$ cat src/rtl/sample_fifo_pkg.sv
// Shared definitions for the sample FIFO: pointer/count width helpers,
// the wrap-around pointer increment and the occupancy status record.
package sample_fifo_pkg;

  // Parameter defaults used by the top level.
  localparam int DEFAULT_WIDTH = 8;
  localparam int DEFAULT_DEPTH = 3;

  // Pointer width for a given depth; never narrower than one bit.
  function automatic int ptr_width(input int depth);
    return (depth <= 2) ? 1 : $clog2(depth);
  endfunction

  // Width needed to hold an occupancy of 0..depth inclusive.
  function automatic int cnt_width(input int depth);
    return $clog2(depth + 1);
  endfunction

  // Advance a circular pointer by one, wrapping from depth-1 back to 0.
  // Works for any depth, not only powers of two.
  function automatic int unsigned next_ptr(input int unsigned ptr,
                                           input int unsigned depth);
    return (ptr >= depth - 1) ? 32'd0 : ptr + 32'd1;
  endfunction

  // Registered occupancy status, all derived from the same count value.
  typedef struct packed {
    logic full;
    logic empty;
    logic almost_full;
    logic almost_empty;
  } fifo_status_t;

  // Status seen straight out of reset (empty buffer).
  localparam fifo_status_t STATUS_RESET = '{
    full:         1'b0,
    empty:        1'b1,
    almost_full:  1'b0,
    almost_empty: 1'b1
  };

endpackage

$ cat src/rtl/fifo_wrap_ptr.sv
// Circular storage pointer: advances by one when enabled and wraps from
// DEPTH-1 to 0. Used once for the producer side and once for the consumer.
module fifo_wrap_ptr
  import sample_fifo_pkg::*;
#(
  parameter int DEPTH = DEFAULT_DEPTH,
  parameter int PTR_W = ptr_width(DEPTH)
) (
  input  logic             clk,
  input  logic             reset,
  input  logic             enable,
  output logic [PTR_W-1:0] ptr
);

  logic [PTR_W-1:0] ptr_reg;
  logic [PTR_W-1:0] ptr_next;

  // Wrap-around successor of the current pointer.
  always_comb begin
    ptr_next = PTR_W'(next_ptr(32'(ptr_reg), 32'(DEPTH)));
  end

  // Pointer register; cleared immediately when reset goes low.
  always_ff @(posedge clk or negedge reset) begin
    if (!reset) begin
      ptr_reg <= '0;
    end else if (enable) begin
      ptr_reg <= ptr_next;
    end
  end

  assign ptr = ptr_reg;

endmodule

$ cat src/rtl/sample_fifo.sv
// Signed-sample FIFO with occupancy count, almost-full/almost-empty
// thresholds, sticky overflow/underflow flags and an output-valid strobe.
// Every output is a register; inputs only reach outputs through an edge.
module sample_fifo
  import sample_fifo_pkg::*;
#(
  parameter int WIDTH        = DEFAULT_WIDTH,
  parameter int DEPTH        = DEFAULT_DEPTH,
  parameter int ALMOST_FULL  = DEPTH - 1,
  parameter int ALMOST_EMPTY = 1,
  localparam int PTR_W       = ptr_width(DEPTH),
  localparam int CNT_W       = cnt_width(DEPTH)
) (
  input  logic                    clk,
  input  logic                    reset,
  input  logic signed [WIDTH-1:0] in,
  input  logic                    w_enable,
  input  logic                    r_enable,
  input  logic                    clear_flags,
  output logic signed [WIDTH-1:0] out,
  output logic                    out_valid,
  output logic [CNT_W-1:0]        count,
  output logic                    full,
  output logic                    empty,
  output logic                    almost_full,
  output logic                    almost_empty,
  output logic                    overflow,
  output logic                    underflow
);

  localparam logic [CNT_W-1:0] CNT_DEPTH = CNT_W'(DEPTH);
  localparam logic [CNT_W-1:0] AF_LEVEL  = CNT_W'(ALMOST_FULL);
  localparam logic [CNT_W-1:0] AE_LEVEL  = CNT_W'(ALMOST_EMPTY);

  // Sample storage; intentionally not reset so it maps onto block RAM.
  logic signed [WIDTH-1:0] mem [DEPTH];

  logic [PTR_W-1:0]        wr_ptr;
  logic [PTR_W-1:0]        rd_ptr;

  logic [CNT_W-1:0]        count_reg;
  logic [CNT_W-1:0]        count_next;
  fifo_status_t            status_reg;
  fifo_status_t            status_next;
  logic signed [WIDTH-1:0] out_reg;
  logic                    out_valid_reg;
  logic                    overflow_reg;
  logic                    overflow_next;
  logic                    underflow_reg;
  logic                    underflow_next;

  logic rd_accept;
  logic wr_accept;

  // Read needs data present. A write into a full buffer is still taken
  // when a read frees a slot in the same cycle; an empty buffer never
  // passes the incoming sample straight through to the output.
  always_comb begin
    rd_accept = r_enable && !status_reg.empty;
    wr_accept = w_enable && (!status_reg.full || rd_accept);
  end

  fifo_wrap_ptr #(
    .DEPTH (DEPTH),
    .PTR_W (PTR_W)
  ) u_wr_ptr (
    .clk    (clk),
    .reset  (reset),
    .enable (wr_accept),
    .ptr    (wr_ptr)
  );

  fifo_wrap_ptr #(
    .DEPTH (DEPTH),
    .PTR_W (PTR_W)
  ) u_rd_ptr (
    .clk    (clk),
    .reset  (reset),
    .enable (rd_accept),
    .ptr    (rd_ptr)
  );

  // Store accepted samples at the producer pointer.
  always_ff @(posedge clk) begin
    if (wr_accept) begin
      mem[wr_ptr] <= in;
    end
  end

  // Registered read port and its one-cycle valid strobe; out holds
  // its previous value whenever no read is accepted.
  always_ff @(posedge clk or negedge reset) begin
    if (!reset) begin
      out_reg       <= '0;
      out_valid_reg <= 1'b0;
    end else begin
      out_valid_reg <= rd_accept;
      if (rd_accept) begin
        out_reg <= mem[rd_ptr];
      end
    end
  end

  // Next occupancy, status derived from it, and sticky error flags
  // (a new error in the same cycle as clear_flags keeps the flag set).
  always_comb begin
    count_next = count_reg;
    unique case ({wr_accept, rd_accept})
      2'b10:   count_next = count_reg + 1'b1;
      2'b01:   count_next = count_reg - 1'b1;
      default: count_next = count_reg;
    endcase

    status_next.full         = (count_next == CNT_DEPTH);
    status_next.empty        = (count_next == '0);
    status_next.almost_full  = (count_next >= AF_LEVEL);
    status_next.almost_empty = (count_next <= AE_LEVEL);

    overflow_next  = (w_enable && !wr_accept) || (overflow_reg && !clear_flags);
    underflow_next = (r_enable && !rd_accept) || (underflow_reg && !clear_flags);
  end

  // Occupancy, status and error flag registers.
  always_ff @(posedge clk or negedge reset) begin
    if (!reset) begin
      count_reg     <= '0;
      status_reg    <= STATUS_RESET;
      overflow_reg  <= 1'b0;
      underflow_reg <= 1'b0;
    end else begin
      count_reg     <= count_next;
      status_reg    <= status_next;
      overflow_reg  <= overflow_next;
      underflow_reg <= underflow_next;
    end
  end

  assign out          = out_reg;
  assign out_valid    = out_valid_reg;
  assign count        = count_reg;
  assign full         = status_reg.full;
  assign empty        = status_reg.empty;
  assign almost_full  = status_reg.almost_full;
  assign almost_empty = status_reg.almost_empty;
  assign overflow     = overflow_reg;
  assign underflow    = underflow_reg;

endmodule

$ cat config.mk
export PLATFORM = sky130hd
export DESIGN_NAME = sample_fifo
export DESIGN_NICKNAME = d
export VERILOG_FILES = /design/src/rtl/sample_fifo_pkg.sv /design/src/rtl/fifo_wrap_ptr.sv /design/src/rtl/sample_fifo.sv
export SDC_FILE = /design/constraint.sdc
export NUM_CORES = 1
export LEC_CHECK = 0
export CAP_MARGIN = 10
export CORE_ASPECT_RATIO = 1.5
export CORE_MARGIN = 8
export CORE_UTILIZATION = 40
export DETAILED_ROUTE_END_ITERATION = 8
export PLACE_DENSITY_LB_ADDON = 0.05
export RECOVER_POWER = 50
export SYNTH_ARGS = -nofsm -noshare
export SYNTH_HDL_FRONTEND = slang
export SYNTH_HIERARCHICAL = 1
export SYNTH_SLANG_ARGS = --single-unit
$ cat constraint.sdc
create_clock -name clk -period 5.35 [get_ports clk]
set_input_delay 1.07 -clock clk [delete_from_list [all_inputs] [get_ports clk]]
set_output_delay 1.07 -clock clk [all_outputs]
set_load 0.05 [all_outputs]
# Word level (Yosys, flattened, before mapping)
# Memories as Yosys holds them, arrays and structs flattened. A register that Yosys moved wholly into a read port is not among the register bits.
# Cells that the tools add are included.
# Widths: inputs -> output; s select.
[classes] order_cmp=4 addsub=4 n_reduce_logical=16 muxes=5 n_eq_ne=3
[ops] operator="$add 2x1->2 const B" n=3
[ops] operator="$ge 2x2->1 const B" n=3
[ops] operator="$logic_and 1x1->1" n=6
[ops] operator="$logic_not 1->1" n=6
[ops] operator="$eq 2x2->1 const B" n=2
[ops] operator="$mux 2" n=2
[ops] operator="$pmux 2 s2" n=1
[ops] operator="$logic_or 1x1->1" n=3
[ops] operator="$eq 2x1->1 const B" n=1
[ops] operator="$le 2x1->1 const B" n=1
[ops] operator="$logic_not 2->1" n=1
[ops] operator="$mux 1" n=2
[ops] operator="$sub 2x1->2 const B" n=1
[word_totals] mem_count=1 wordCells=43 inputBits=13 regBits=13 mem_bits_rw=24
[mem_list] memory="mem" words=3 width=8 read_ports=1 rd_ports_with_merged_regs=1 wr=1 line_no="sample_fifo.sv:36" source="logic signed [WIDTH-1:0] mem [DEPTH];"

# Logic depth before layout (Yosys ltp)
# Gate-level depths: netlist of the first run.
[logic_depth] depth_word=7 mapped_depth=8

# Hierarchy
# Netlist of the first run, hierarchy kept.
[modules_own_cells] mod="sample_fifo" area_per_inst_um2=1674.1 instances=1 cells_each=107
[modules_own_cells] mod="fifo_wrap_ptr" area_per_inst_um2=86.3 instances=2 cells_each=7

# Worst setup path before layout of the first run
# Ideal clock, no wire load.
[synth_path] path_type="input to register" from="in r_enable" to="mem mem[0][0] (netlist bit) (enable)" t_arrival_ps=2003 path_slack_ps=2963 t_required_ps=4967 path_stages=5 path_buffers=1 setup_ps=383 cell_sequence="nand2b_1 buf_6 inv_4 o21ai_4 nor3_1"
[synth_between] elab_chain_len=5
[synth_rtl] item="from (decl)" line_no="sample_fifo.sv:18" source="input logic r_enable,"
[synth_rtl] item="$logic_and 1x1->1" line_no="sample_fifo.sv:59" source="rd_accept = r_enable && !status_reg.empty;"
[synth_rtl] item="named net rd_accept" line_no="sample_fifo.sv:52" source="logic rd_accept;"
[synth_rtl] item="$logic_or 1x1->1" line_no="sample_fifo.sv:60" source="wr_accept = w_enable && (!status_reg.full || rd_accept);"
[synth_rtl] item="$logic_and 1x1->1" line_no="sample_fifo.sv:60"
[synth_rtl] item="$mux 1" line_no="sample_fifo.sv:85" source="if (wr_accept) begin"
[synth_rtl] item="$mux 1 (not written as such)" line_no="sample_fifo.sv:86" source="mem[wr_ptr] <= in;"
[synth_rtl] item="to (decl)" line_no="sample_fifo.sv:36"
# The timed path passes the listed nets, and every way through them passes these cells.

# Worst setup path after layout of the first run
[layout_path] from="in r_enable" to="mem mem[0][7] (netlist bit) (enable)"
# Same word-level chain as after synthesis.

==> load_flow_metrics.sql, run 1 <==
INSERT INTO impl_metrics (metric_group, metric, value, unit) VALUES
('setup_path', 'reg2reg_to', 'almost_full', ''),
('global_routing', 'global_route_wire_length_before_repair', '5180', 'um'),
('setup_path', 'worstReg2RegStart', 'empty', ''),
('worst_hold_path', 'hold_path_end', 'out[2]', ''),
('clock_tree', 'worstSkewPairLatency', '290', 'ps'),
('detailed_routing', 'remaining_drc_errors', '0', ''),
('clock_tree', 'cts_resized', '0', ''),
('run_status', 'run_status', 'completed', ''),
('detailed_routing', 'avgViaCountPerCell', '4.88', ''),
('detailed_routing', 'met2_length', '1630', 'um'),
('setup_path', 'required_time_of_the_critical_path', '5260', 'ps'),
('detailed_routing', 'drt.antenna.violating_nets', '0', ''),
('layout', 'final_cell_mix', '24 x edfxtp_1, 19 x dfrtp_1, 18 x clkdlybuf4s50_1', ''),
('setup_path', 'length_in_cells_of_the_worst_reg_to_reg_path', '6', ''),
('setup_path', 'worst-path-max-fanout', '18', ''),
('synth', 'yosysWarnings', '6', ''),
('setup_path', 'critical_path.endpoint_type', 'flop', ''),
('clock_tree', 'clock_tree_from_tritoncts', 'built', ''),
('floorplanning', 'initial_core_utilization', '41.0', '%'),
('place', 'post-place-cells', '192', ''),
('synth', 'synth.yosys.seq_area_share', '67.6', '%'),
('floorplanning', 'die-width', '71.5', 'um'),
('sta', 'slew-limit-headroom', '25.1', '%'),
('layout', 'flip_flop_count_of_the_largest_register_after_layout', '24', ''),
('detailed_routing', 'met3_length', '253', 'um'),
('synth', 'synth_cell_type_count', '27', ''),
('synth', 'ys_seq_elements', '45', ''),
('sta', 'finalSetupViolations', '0', ''),
('floorplanning', 'die_area', '7090', 'um2'),
('clock_tree', 'cts.hold.buffers_added', '0', ''),
('setup_path', 'critPathBufInv', '2', ''),
('layout', 'diodes', '0', ''),
('place', 'place.gp.congestion', '0.689', ''),
('clock_tree', 'cts-buffers-inserted', '5', ''),
('place', 'placement.io_buffers', '29', ''),
('clock_tree', 'postCtsSetupBuffers', '0', ''),
('sta', 'timing.setup.tns', '0', 'ps'),
('detailed_routing', 'route.detailed.wl_per_inst', '15.8', 'um'),
('layout', 'drive_above_1_share', '15.8', '%'),
('worst_hold_path', 'worst_hold_path_stage_count', '2', ''),
('setup_path', 'path_cells', 'dlygate4sd3_1 > nand2b_1 > clkinvlp_2 > o21ai_4 > nor3_1', ''),
('sta', 'finalClockSkew', '2.29', 'ps'),
('sta', 'period_share', '63.0', '%'),
('detailed_routing', 'sum_of_routed_wire_segments_on_met1', '1240', 'um'),
('sta', 'clock.fmax', '0.297', 'GHz'),
('synth', 'synth_nets', '135', ''),
('sta', 'hold_viol', '0', ''),
('setup_path', 'worst-r2r-setup-slack', '2740', 'ps'),
('sta', 'worst_slew_pin_slew', '1120', 'ps'),
('power', 'vdd_drop_max', '0.000389', 'V'),
('power', 'p_leak', '0.879', 'nW'),
('clock_tree', 'htreeDepth', '2', ''),
('floorplanning', 'design.core.area', '4500', 'um2'),
('sta', 'post_route_minimum_period', '3370', 'ps'),
('sta', 'slew_viol_final', '0', ''),
('detailed_routing', 'top_signal_layer_used', 'met4', ''),
('setup_path', 'worst_path_max_delay_cell', 'nor3_1', ''),
('layout', 'summed_area_of_non_filler_cells_in_the_final_layout', '2250', 'um2'),
('place', 'hpwlAfterDp', '2340', 'um'),
('setup_path', 'timing.critical_path.slowest_cell_delay', '860', 'ps'),
('setup_path', 'critical_path.top_delay_family', 'simple AND/OR/NAND/NOR gates', ''),
('place', 'dpl-instance-area', '2150', 'um2'),
('layout', 'area_growth_syn_to_layout', '22.1', '%'),
('clock_tree', 'root_buffer', 'clkbuf_8', ''),
('worst_hold_path', 'min_from', 'out[2]', ''),
('floorplanning', 'row_count', '30', ''),
('clock_tree', 'clkTransAtPathRegs', '80', 'ps'),
('floorplanning', 'top_level_ports', '30', ''),
('global_routing', 'grt_start_max_net_pins', '22', ''),
('global_routing', 'first_global_vias', '1052', ''),
('worst_hold_path', 'worstHoldPathType', 'flop to flop', '');
==> power breakdown <==
part	internal, W	switching, W	leakage [nW]
combinational	0.000238	0.000354	0.350
sequential	0.000483	0.0000922	0.476
clock	0.000138	0.000107	0.0528
==> layout make-up <==
type / count / area (um2)
clock buffers: 6 / 72.6
clock inverters: 2 / 33.8
fillers: 412 / 2250
inverters: 7 / 27.5
multi-input cells: 63 / 522
flip-flops and latches: 45 / 1250
well taps: 48 / 60.1
repair buffers: 29 / 290
==> tightest hold or removal path, delay by kind of cell (launching register included) <==
family,cells,cell delay [ps]
AO/OA/AOI/OAI,1,60
flip-flops,1,340
AND/OR/NAND/NOR,1,50
==> per-stage QoR <==
| stage | utilization (%) | power [W] | worst slack (ps) |
|---|---|---|---|
| floorplan | - | 0.00102 | 2960 |
| global placement | 47.7 | 0.00118 | 1890 |
| detailed placement | 47.7 | 0.00119 | 1810 |
| CTS | 50.1 | 0.00144 | 2130 |
| global route | 50.1 | 0.00149 | 1710 |
| finish | 50.1 | 0.00141 | 1980 |
==> cell usage after synthesis <==
master,instances,area share [%]
nand2_1,10,2.0
dfstp_2,2,2.8
nand2b_1,4,1.4
inv_4,1,0.34
o21ai_4,1,0.88
nor2_1,1,0.20
xnor2_2,1,0.88
o21ai_2,2,0.95
xor2_1,2,0.95
dfrtp_1,19,26
o31ai_1,1,0.41
buf_4,2,0.81
mux2_4,8,6.5
mux2i_1,10,5.4
buf_2,2,0.54
inv_1,6,1.2
nand3_1,2,0.54
nor3b_2,2,1.4
ha_1,1,0.68
edfxtp_1,24,39
xnor2_1,3,1.4
o21ai_1,8,2.2
nor2_4,1,0.61
o21ai_0,3,0.81
or2b_1,2,0.81
buf_6,2,1.2
nor3_1,1,0.27
==> worst max-delay path by stage <==
stage,startpoint,endpoint,slack (ps)
after floorplan,r_enable,mem[0][0],2960
after global routing,r_enable,mem[0][7],1710
after detailed placement,r_enable,mem[0][3],1810
after CTS,r_enable,mem[0][7],2130
final,r_enable,mem[0][7],1980
after global placement,r_enable,mem[0][0],1890
==> cell families after synthesis <==
family / after synthesis / synth area share, %
AOI/OAI and AO/OA: 15 / 5.22
xor gates and xnor gates: 6 / 3.25
adders and majority gates: 1 / 0.677
buffers and inverters: 13 / 4.13
DFF: 45 / 67.6
muxes: 18 / 11.9
and+or+nand+nor: 23 / 7.18
==> routing by layer <==
| metal | global-route usage, % | up-vias |
|---|---|---|
| met5 | 0 | - |
| li1 | - | 480 |
| met4 | 4.27 | 0 |
| met3 | 4.53 | 4 |
| met2 | 16.3 | 27 |
| met1 | 9.56 | 465 |
Note: power is estimated with default switching activity, not from simulation.
==> inputs of run 2 (changes only) <==
- clock period: 5.35 -> 3.4 ns (I/O delays scaled with it)
==> load_flow_metrics.sql, run 2 (synthesis gave the netlist of run 1 again) <==
INSERT INTO impl_metrics (metric_group, metric, value, unit) VALUES
('global_routing', 'global_route_wire_length_before_repair', '5030', 'um'),
('sta', 'period_share', '74.9', '%'),
('detailed_routing', 'drt.antenna.violating_nets', '0', ''),
('sta', 'hold_viol', '0', ''),
('layout', 'diodes', '0', ''),
('detailed_routing', 'remaining_drc_errors', '0', ''),
('power', 'pwr-share-comb', '43.4', '%'),
('power', 'p_leak', '0.880', 'nW'),
('sta', 'rsz_0062_raised_after_global_routing', 'false', ''),
('global_routing', 'overflow', '0', ''),
('place', 'hpwlAfterDp', '2380', 'um'),
('detailed_routing', 'avgViaCountPerCell', '4.90', ''),
('setup_path', 'worst-path-max-fanout', '18', ''),
('worst_hold_path', 'worstHoldPathType', 'flop to flop', ''),
('layout', 'area_growth_syn_to_layout', '21.8', '%'),
('detailed_routing', 'dr_total_vias', '989', ''),
('clock_tree', 'cts_resized', '0', ''),
('sta', 'finalSetupViolations', '0', ''),
('global_routing', 'globalRouteMet1Util', '9.84', '%'),
('clock_tree', 'worstSkewPairLatency', '290', 'ps'),
('layout', 'summed_area_of_non_filler_cells_in_the_final_layout', '2250', 'um2'),
('setup_path', 'length_in_cells_of_the_worst_reg_to_reg_path', '7', ''),
('layout', 'commonest_non_fill_non_tap_cell_in_the_layout', 'edfxtp_1', ''),
('setup_path', 'critical_path_depth', '8', ''),
('floorplanning', 'die_area', '7090', 'um2'),
('setup_path', 'critPathBufInv', '3', ''),
('setup_path', 'critical_path.top_delay_family', 'buffers and inverters', ''),
('detailed_routing', 'route.detailed.wl_per_inst', '15.0', 'um'),
('setup_path', 'cp-startpoint', 'r_enable', ''),
('sta', 'finalClockSkew', '4.23', 'ps'),
('sta', 'slew_viol_final', '0', ''),
('setup_path', 'worstReg2RegStart', 'empty', ''),
('place', 'placement.io_buffers', '29', ''),
('setup_path', 'critical_path.endpoint_type', 'flop', ''),
('floorplanning', 'height_of_the_chip', '99.2', 'um'),
('setup_path', 'timing.critical_path.slowest_cell_delay', '550', 'ps'),
('global_routing', 'grt_busiest_layer', 'met2', ''),
('sta', 'timing.setup.tns', '0', 'ps'),
('clock_tree', 'clock_tree_from_tritoncts', 'built', ''),
('setup_path', 'required_time_of_the_critical_path', '3620', 'ps'),
('power', 'power.net_switching', '0.000865', 'W'),
('setup_path', 'critPathLaunchType', 'input port', ''),
('detailed_routing', 'drtPass1Iterations', '3', ''),
('clock_tree', 'root_buffer', 'clkbuf_8', ''),
('global_routing', 'global_routing_met3_resource_utilization', '3.52', '%'),
('worst_hold_path', 'min_from', 'out[5]', ''),
('sta', 'clock.fmax', '0.393', 'GHz'),
('floorplanning', 'row_count', '30', ''),
('global_routing', 'first_global_vias', '1043', ''),
('setup_path', 'crit_path_end', 'empty', ''),
('layout', 'nets', '167', ''),
('sta', 'fin_worst_hold_slack', '480', 'ps'),
('power', 'pwr_density_cell', '955', 'nW/um2'),
('clock_tree', 'htreeDepth', '2', ''),
('setup_path', 'reg2reg_to', 'empty', ''),
('layout', 'flip_flop_count_of_the_largest_register_after_layout', '24', ''),
('setup_path', 'worst_path_max_delay_cell', 'dlygate4sd3_1', ''),
('setup_path', 'worstSetupPathType', 'input port to flop', ''),
('power', 'pwr-share-seq', '41.9', '%'),
('setup_path', 'cpMostUsedCell', 'nand2b_1', ''),
('sta', 'worst_slew_pin_slew', '908', 'ps'),
('clock_tree', 'clkTransAtPathRegs', '80', 'ps'),
('power', 'vdd_drop_max', '0.000477', 'V'),
('detailed_routing', 'drt_iter0_drc', '17', ''),
('global_routing', 'grt_start_max_net_pins', '22', ''),
('clock_tree', 'cts.sink_count', '45', ''),
('power', 'totalPowerFinal', '0.00215', 'W'),
('clock_tree', 'postCtsSetupBuffers', '0', ''),
('power', 'p_sw_share', '40.3', '%'),
('power', 'p_clk_share', '14.7', '%'),
('layout', 'final_core_utilization', '49.9', '%'),
('layout', 'drive_above_1_share', '18.2', '%'),
('setup_path', 'path_cells', 'dlygate4sd3_1 > nand2b_1 > buf_4 > clkinvlp_2 > o21ai_4 > ha_1 > nand2b_1 > o21ai_0', ''),
('sta', 'slew-limit-headroom', '39.3', '%'),
('setup_path', 'worst_ep_arrival_time', '2770', 'ps'),
('detailed_routing', 'totalWireLength', '3040', 'um'),
('floorplanning', 'initial_core_utilization', '41.0', '%'),
('clock_tree', 'ctsLongestPathBuffers', '2', ''),
('clock_tree', 'cts.hold.buffers_added', '0', ''),
('run', 'cap_viol_max_count', '0', ''),
('floorplanning', 'top_level_ports', '30', ''),
('layout', 'final_cell_mix', '24 x edfxtp_1, 19 x dfrtp_1, 19 x clkdlybuf4s50_1', ''),
('setup_path', 'worst-r2r-setup-slack', '1220', 'ps'),
('sta', 'post_route_minimum_period', '2550', 'ps'),
('global_routing', 'grt_util_all_layers', '9.19', '%'),
('floorplanning', 'die-width', '71.5', 'um'),
('global_routing', 'grt_use_met2', '15.5', '%'),
('run_status', 'run_status', 'completed', ''),
('floorplanning', 'design.core.area', '4500', 'um2'),
('place', 'dpl-instance-area', '2160', 'um2'),
('clock_tree', 'cts-buffers-inserted', '5', ''),
('global_routing', 'grt_antenna_before_repair', '0', ''),
('place', 'place.gp.congestion', '0.676', ''),
('power', 'cell_internal_pwr', '0.00128', 'W');
run 2: cell count changes in the layout (fill, tap and decap cells not counted):
cell / previous run / this run
buf_4: 0 / 2
bufinv_16: 1 / 0
clkbuf_1: 1 / 0
clkdlybuf4s50_1: 18 / 19
clkinv_1: 1 / 0
clkinv_2: 0 / 2
clkinvlp_4: 0 / 1
dlygate4sd3_1: 11 / 10
o21ai_0: 8 / 11
o21ai_1: 3 / 0
run 2: cell type report:
cell class                 instances  area (um2)
tap                               48        60.1
timing repair buffer              31         305
clock buffer                       5        68.8
multi-input combinational         63         522
fill                             408        2250
sequential                        45        1250
clock inverter                     3        17.5
inverter                           7        27.5
run 2: worst min path at each step:
stage	slack [ps]	endpoint	cells after the start
after global routing	500	out[5]	2
after floorplan	380	almost_full	0
final	480	out[5]	2
after detailed placement	470	out[6]	2
after global placement	470	out[2]	2
after CTS	490	out[6]	2
run 2: tightest hold or removal path, stage by stage, from the launching register on:
cell and delay [ps]:
dfrtp_1 350, nand2_1 40, o21ai_0 60
run 2: layer usage:
layer	vias to the layer above	part of all wire, %	wire length, um
met4	0	1.8	55
met5	-	0	0
met3	5	5.4	164
met1	479	43	1300
met2	23	50	1520
li1	482	-	-
run 2: power by group through the flow:
stage	Combinational [W]	Sequential (W)	Clock, W
finish	0.000933	0.000900	0.000315
global route	0.000999	0.000926	0.000341
CTS	0.000961	0.000905	0.000325
detailed placement	0.000958	0.000917	0
global placement	0.000943	0.000913	0
floorplan	0.000455	0.00116	0
run 2: stage by stage:
stage	cells	worst slack, ps
2_1_floorplan	121	1400
3_3_place_gp	194	906
3_5_place_dp	194	842
4_1_cts	202	1030
5_1_grt	202	664
6_report	202	852
==> inputs of run 3 (changes only) <==
- clock period: 3.4 -> 2.3 ns (I/O delays scaled with it)
==> load_flow_metrics.sql, run 3 (synthesis gave the netlist of run 1 again) <==
INSERT INTO impl_metrics (metric_group, metric, value, unit) VALUES
('setup_path', 'worst_ep_arrival_time', '1660', 'ps'),
('setup_path', 'cp-startpoint', 'count[0]', ''),
('detailed_routing', 'route.detailed.wl_per_inst', '15.6', 'um'),
('sta', 'slew_viol_final', '0', ''),
('setup_path', 'reg2reg_to', 'almost_full', ''),
('clock_tree', 'cts.hold.buffers_added', '0', ''),
('sta', 'post_route_minimum_period', '2120', 'ps'),
('floorplanning', 'height_of_the_chip', '99.2', 'um'),
('detailed_routing', 'dr_total_vias', '1008', ''),
('setup_path', 'crit_path_end', 'count[0]', ''),
('worst_hold_path', 'min_from', 'out[0]', ''),
('global_routing', 'grt_antenna_before_repair', '0', ''),
('power', 'cell_internal_pwr', '0.00202', 'W'),
('layout', 'diodes', '0', ''),
('worst_hold_path', 'worstHoldPathType', 'flop to flop', ''),
('floorplanning', 'initial_core_utilization', '41.0', '%'),
('setup_path', 'critPathBufInv', '1', ''),
('place', 'dpl-instance-area', '2190', 'um2'),
('place', 'placement.io_buffers', '29', ''),
('global_routing', 'first_global_vias', '1135', ''),
('power', 'power.net_switching', '0.00131', 'W'),
('sta', 'hold_viol', '0', ''),
('sta', 'timing.setup.tns', '0', 'ps'),
('clock_tree', 'clkTransAtPathRegs', '80', 'ps'),
('power', 'pwr-share-seq', '40.1', '%'),
('setup_path', 'critPathLaunchType', 'flop', ''),
('layout', 'nets', '170', ''),
('place', 'place.gp.congestion', '0.715', ''),
('clock_tree', 'cts-buffers-inserted', '5', ''),
('layout', 'area_growth_syn_to_layout', '23.8', '%'),
('clock_tree', 'cts_resized', '0', ''),
('clock_tree', 'htreeDepth', '2', ''),
('floorplanning', 'design.core.area', '4500', 'um2'),
('layout', 'final_cell_mix', '24 x edfxtp_1, 19 x dfrtp_1, 19 x clkdlybuf4s50_1', ''),
('global_routing', 'global_route_wire_length_before_repair', '5590', 'um'),
('floorplanning', 'die-width', '71.5', 'um'),
('setup_path', 'required_time_of_the_critical_path', '1840', 'ps'),
('detailed_routing', 'totalWireLength', '3200', 'um'),
('power', 'p_clk_share', '17.8', '%'),
('sta', 'clock.fmax', '0.471', 'GHz'),
('clock_tree', 'cts.sink_count', '45', ''),
('setup_path', 'critical_path.top_delay_family', 'buffers and inverters', ''),
('sta', 'finalSetupViolations', '0', ''),
('run_status', 'run_status', 'completed', ''),
('setup_path', 'critical_path_depth', '1', ''),
('sta', 'fin_worst_hold_slack', '490', 'ps'),
('setup_path', 'timing.critical_path.slowest_cell_delay', '860', 'ps'),
('layout', 'commonest_non_fill_non_tap_cell_in_the_layout', 'edfxtp_1', ''),
('power', 'p_sw_share', '39.3', '%'),
('power', 'totalPowerFinal', '0.00333', 'W'),
('layout', 'final_core_utilization', '50.8', '%'),
('setup_path', 'worstReg2RegStart', 'empty', ''),
('power', 'pwr-share-comb', '42.1', '%'),
('detailed_routing', 'drt.antenna.violating_nets', '0', ''),
('floorplanning', 'top_level_ports', '30', ''),
('run', 'cap_viol_max_count', '0', ''),
('detailed_routing', 'remaining_drc_errors', '0', ''),
('detailed_routing', 'avgViaCountPerCell', '4.92', ''),
('layout', 'summed_area_of_non_filler_cells_in_the_final_layout', '2290', 'um2'),
('sta', 'slew-limit-headroom', '20.4', '%'),
('setup_path', 'critical_path.endpoint_type', 'primary output', ''),
('clock_tree', 'worstSkewPairLatency', '300', 'ps'),
('setup_path', 'length_in_cells_of_the_worst_reg_to_reg_path', '6', ''),
('layout', 'fill_count', '408', ''),
('sta', 'rsz_0062_raised_after_global_routing', 'false', ''),
('setup_path', 'worstSetupPathType', 'flop to primary output', ''),
('clock_tree', 'ctsLongestPathBuffers', '2', ''),
('sta', 'period_share', '92.3', '%'),
('floorplanning', 'die_area', '7090', 'um2'),
('global_routing', 'grt_start_max_net_pins', '22', ''),
('global_routing', 'overflow', '0', ''),
('setup_path', 'worst-r2r-setup-slack', '550', 'ps'),
('clock_tree', 'root_buffer', 'clkbuf_8', ''),
('global_routing', 'grt_util_all_layers', '10.3', '%'),
('power', 'p_leak', '0.903', 'nW'),
('clock_tree', 'postCtsSetupBuffers', '0', ''),
('power', 'vdd_drop_max', '0.000633', 'V'),
('floorplanning', 'row_count', '30', ''),
('setup_path', 'worst-path-max-fanout', '7', ''),
('layout', 'flip_flop_count_of_the_largest_register_after_layout', '24', ''),
('sta', 'worst_slew_pin_slew', '1190', 'ps'),
('setup_path', 'path_cells', 'clkdlybuf4s50_1', ''),
('layout', 'drive_above_1_share', '17.2', '%'),
('power', 'pwr_density_cell', '1460', 'nW/um2'),
('place', 'hpwlAfterDp', '2280', 'um'),
('sta', 'finalClockSkew', '5.17', 'ps'),
('detailed_routing', 'drtPass1Iterations', '4', ''),
('setup_path', 'worst_path_max_delay_cell', 'clkdlybuf4s50_1', ''),
('detailed_routing', 'drt_iter0_drc', '50', ''),
('clock_tree', 'clock_tree_from_tritoncts', 'built', '');
run 3: power groups by stage:
stage	Clock, W	Sequential, W	Combinational [W]
finish	0.000592	0.00134	0.00140
global route	0.000629	0.00138	0.00151
CTS	0.000603	0.00134	0.00145
detailed placement	0	0.00136	0.00144
global placement	0	0.00135	0.00142
floorplan	0	0.00171	0.000673
run 3: cell type report:
| cell class | instances | area [um2] | share of cell area (%) |
|---|---|---|---|
| flip-flops and latches | 45 | 1250 | 54.6 |
| multi-input cells | 63 | 518 | 22.6 |
| repair buffers | 34 | 320 | 14.0 |
| clock buffers | 6 | 72.6 | 3.17 |
| well taps | 48 | 60.1 | 2.63 |
| clock inverters | 2 | 38.8 | 1.70 |
| inverters | 7 | 28.8 | 1.26 |
run 3: worst min-delay path by stage:
stage                  end  slack [ps]  depth (start not counted)
2_1_floorplan  almost_full         160                          0
3_3_place_gp        out[0]         470                          2
3_5_place_dp        out[4]         480                          2
4_1_cts             out[4]         500                          2
5_1_grt             out[0]         540                          2
6_report            out[0]         490                          2
run 3: layer usage:
| layer | part of all wire (%) | vias up | track usage [%] |
|---|---|---|---|
| met5 | 0 | - | 0 |
| met4 | 2.2 | 0 | 5.69 |
| met3 | 6.8 | 6 | 4.33 |
| met2 | 48 | 23 | 16.2 |
| met1 | 43 | 493 | 11.5 |
| li1 | - | 486 | - |
run 3: worst register-to-register path, stage by stage, from the launching register on:
cell      delay [ps]
dfstp_2          540
nand2b_1         170
inv_4             70
o21ai_4          190
ha_1             350
nor2_4           180
xor2_1           170
run 3: through the flow:
step	setup slack, ps	std cells
final	178	205
after detailed placement	208	197
after global routing	116	205
after CTS	162	205
after floorplan	415	121
after global placement	237	197
==> RTL edit: new RTL, flow settings as in run 3 <==
The package constant `DEFAULT_DEPTH` goes from 3 to 5.
--- a/src/rtl/sample_fifo_pkg.sv
+++ b/src/rtl/sample_fifo_pkg.sv
@@ -5,5 +5,5 @@
   // Parameter defaults used by the top level.
   localparam int DEFAULT_WIDTH = 8;
-  localparam int DEFAULT_DEPTH = 3;
+  localparam int DEFAULT_DEPTH = 5;
 
   // Pointer width for a given depth; never narrower than one bit.
Ports: changed (resized count); port bits go from 30 to 31. No check against the original RTL was run, so the function may have changed too.
==> RTL edit against run 3 <==
  * Count of clock-buffer cells in the layout grew 3
  * Total power grew 30%
  * Combinational power grew 15%
  * Synthesized area grew 38%
  * Sequential power grew 33%
  * Sequential cell count grew 18
  * Clock skew grew 0.0020 ns
  * Global-route usage grew 1.9 points
  * Routed wire length grew 56%
  * Die area grew 30%
  * Design area grew 40%
  * Setup slack lost 0.024 ns
  * First-iteration DRC count grew 70%
==> RTL edit: results (changes against run 3) <==
Setup path
  – Critical Path Sink: empty
  – CP startpoint: empty$_DFF_PN1_
  – CP peak stage delay: 0.80 ns (-0.06 ns)
  – FF-to-FF path depth: 9 (+3)
  – Worst-path fanout max: 3 (-4)

Yosys
  – FF+latch count, synth: 63 (+40%)
  – Net Count, Synth: 178 (+32%)
  – Yosys cell types: 32 (+19%)
  – Ys async rst share: 0.365 (-0.102)
  – Post-synth EDFFs: 40 (+67%)
  – Post-Synthesis Cells: 159 (+31%)
  – Most frequent cells after synthesis: edfxtp_1 (40), dfrtp_1 (21), inv_1 (12), mux2i_1 (11)

STA
  – Headroom to the max-slew limit: 0.0632 (-0.141)
  – Final Cycle Share: 0.933 (+0.0103)
  – Clock Skews: 0.00717 ns (+0.00200 ns)

GRT
  – Largest net degree at the start of global routing: 24 (+9.1%)
  – Gr usage total: 0.122 (+0.0191)
  – Met3 usage: 0.0331 (-0.0102)
  – GR Layer Usage met2: 0.210 (+0.0481)
  – First-pass GRT wire length: 8170 um (+46%)
  – Grt met1 use: 0.122 (+0.00667)

Layout
  – NonClk Buf Share: 0.118 (-0.0224)
  – Clock-cell share of area: 0.0615 (+0.0129)
  – Synth-to-layout area growth: 25.4%
  – Max reg flops: 40 (+67%)
  – # clk buffers: 9 (+3)
  – Fraction of area in multi-input gates: 0.219 (-0.00774)
  – Non-Clock Inverter Count: 13 (+6)

Power
  – Comb. pwr: 1.61 mW (+15%)
  – P_leak: 1.18 nW (+31%)
  – Max VDD drop: 0.000652 V (+3.0%)
  – Switching Share: 0.376 (-0.0168)
  – Comb power frac: 0.373 (-0.048)

Clocking
  – H-tree depth: 3 (+1)
  – Clk Latency, worst-skew pair: 0.34 ns (+0.04 ns)

Placed design
  – Hpwl dp: 3440 um (+51%)
  – Port Buffers: 30 (+3.4%)
  – Inst Count DP: 268 (+36%)
  – Placed cell area: 3010 um^2 (+37%)
  – Place WS: -0.175 ns (-0.383 ns)
  – Gpl congestion: 0.711 (-0.66%)

Routing
  – Vias per inst: 5.02 (+2.0%)
  – Iter 0 DRT Violations: 85 (+70%)

Run status
  – Outcome: finished clean
[RTL edit: cell count changes in the layout (fill, tap and decap cells not counted), sizes merged, moves of 7 or more]
cell    before  now
edfxtp      24   40
a21oi        0    9
mux2         8    0
mux4         0    8
nor2         2    9
[RTL edit: cells by family (layout without fill, tap and decap cells)]
group | Yosys count | after routing | synth area share
flops | 63 | 63 | 0.699
simple gates | 29 | 29 | 0.0610
buf+inv | 19 | 70 | 0.0349
mux | 19 | 19 | 0.114
xor+xnor | 3 | 3 | 0.0162
fa+ha+maj | 6 | 6 | 0.0324
compound gates | 20 | 20 | 0.0423
[RTL edit: per-layer routing]
layer / share of wire / routed length (um)
met1: 0.37 / 1860
met4: 0.035 / 174
met2: 0.55 / 2760
met3: 0.045 / 224
met5: 0 / 0
[RTL edit: worst min-delay path by stage]
stage,cells after the start,slack (ns),endpoint,startpoint
3_5_place_dp,1,0.52,count[0]$_DFF_PN0_,count[0]$_DFF_PN0_
3_3_place_gp,1,0.49,u_wr_ptr/ptr[2]$_DFFE_PN0P_,u_wr_ptr/ptr[2]$_DFFE_PN0P_
6_report,1,0.53,u_wr_ptr/ptr[2]$_DFFE_PN0P_,u_wr_ptr/ptr[2]$_DFFE_PN0P_
2_1_floorplan,0,0.16,count[0]$_DFF_PN0_,reset
5_1_grt,1,0.54,u_wr_ptr/ptr[2]$_DFFE_PN0P_,u_wr_ptr/ptr[2]$_DFFE_PN0P_
4_1_cts,2,0.50,u_rd_ptr/ptr[2]$_DFFE_PN0P_,reset
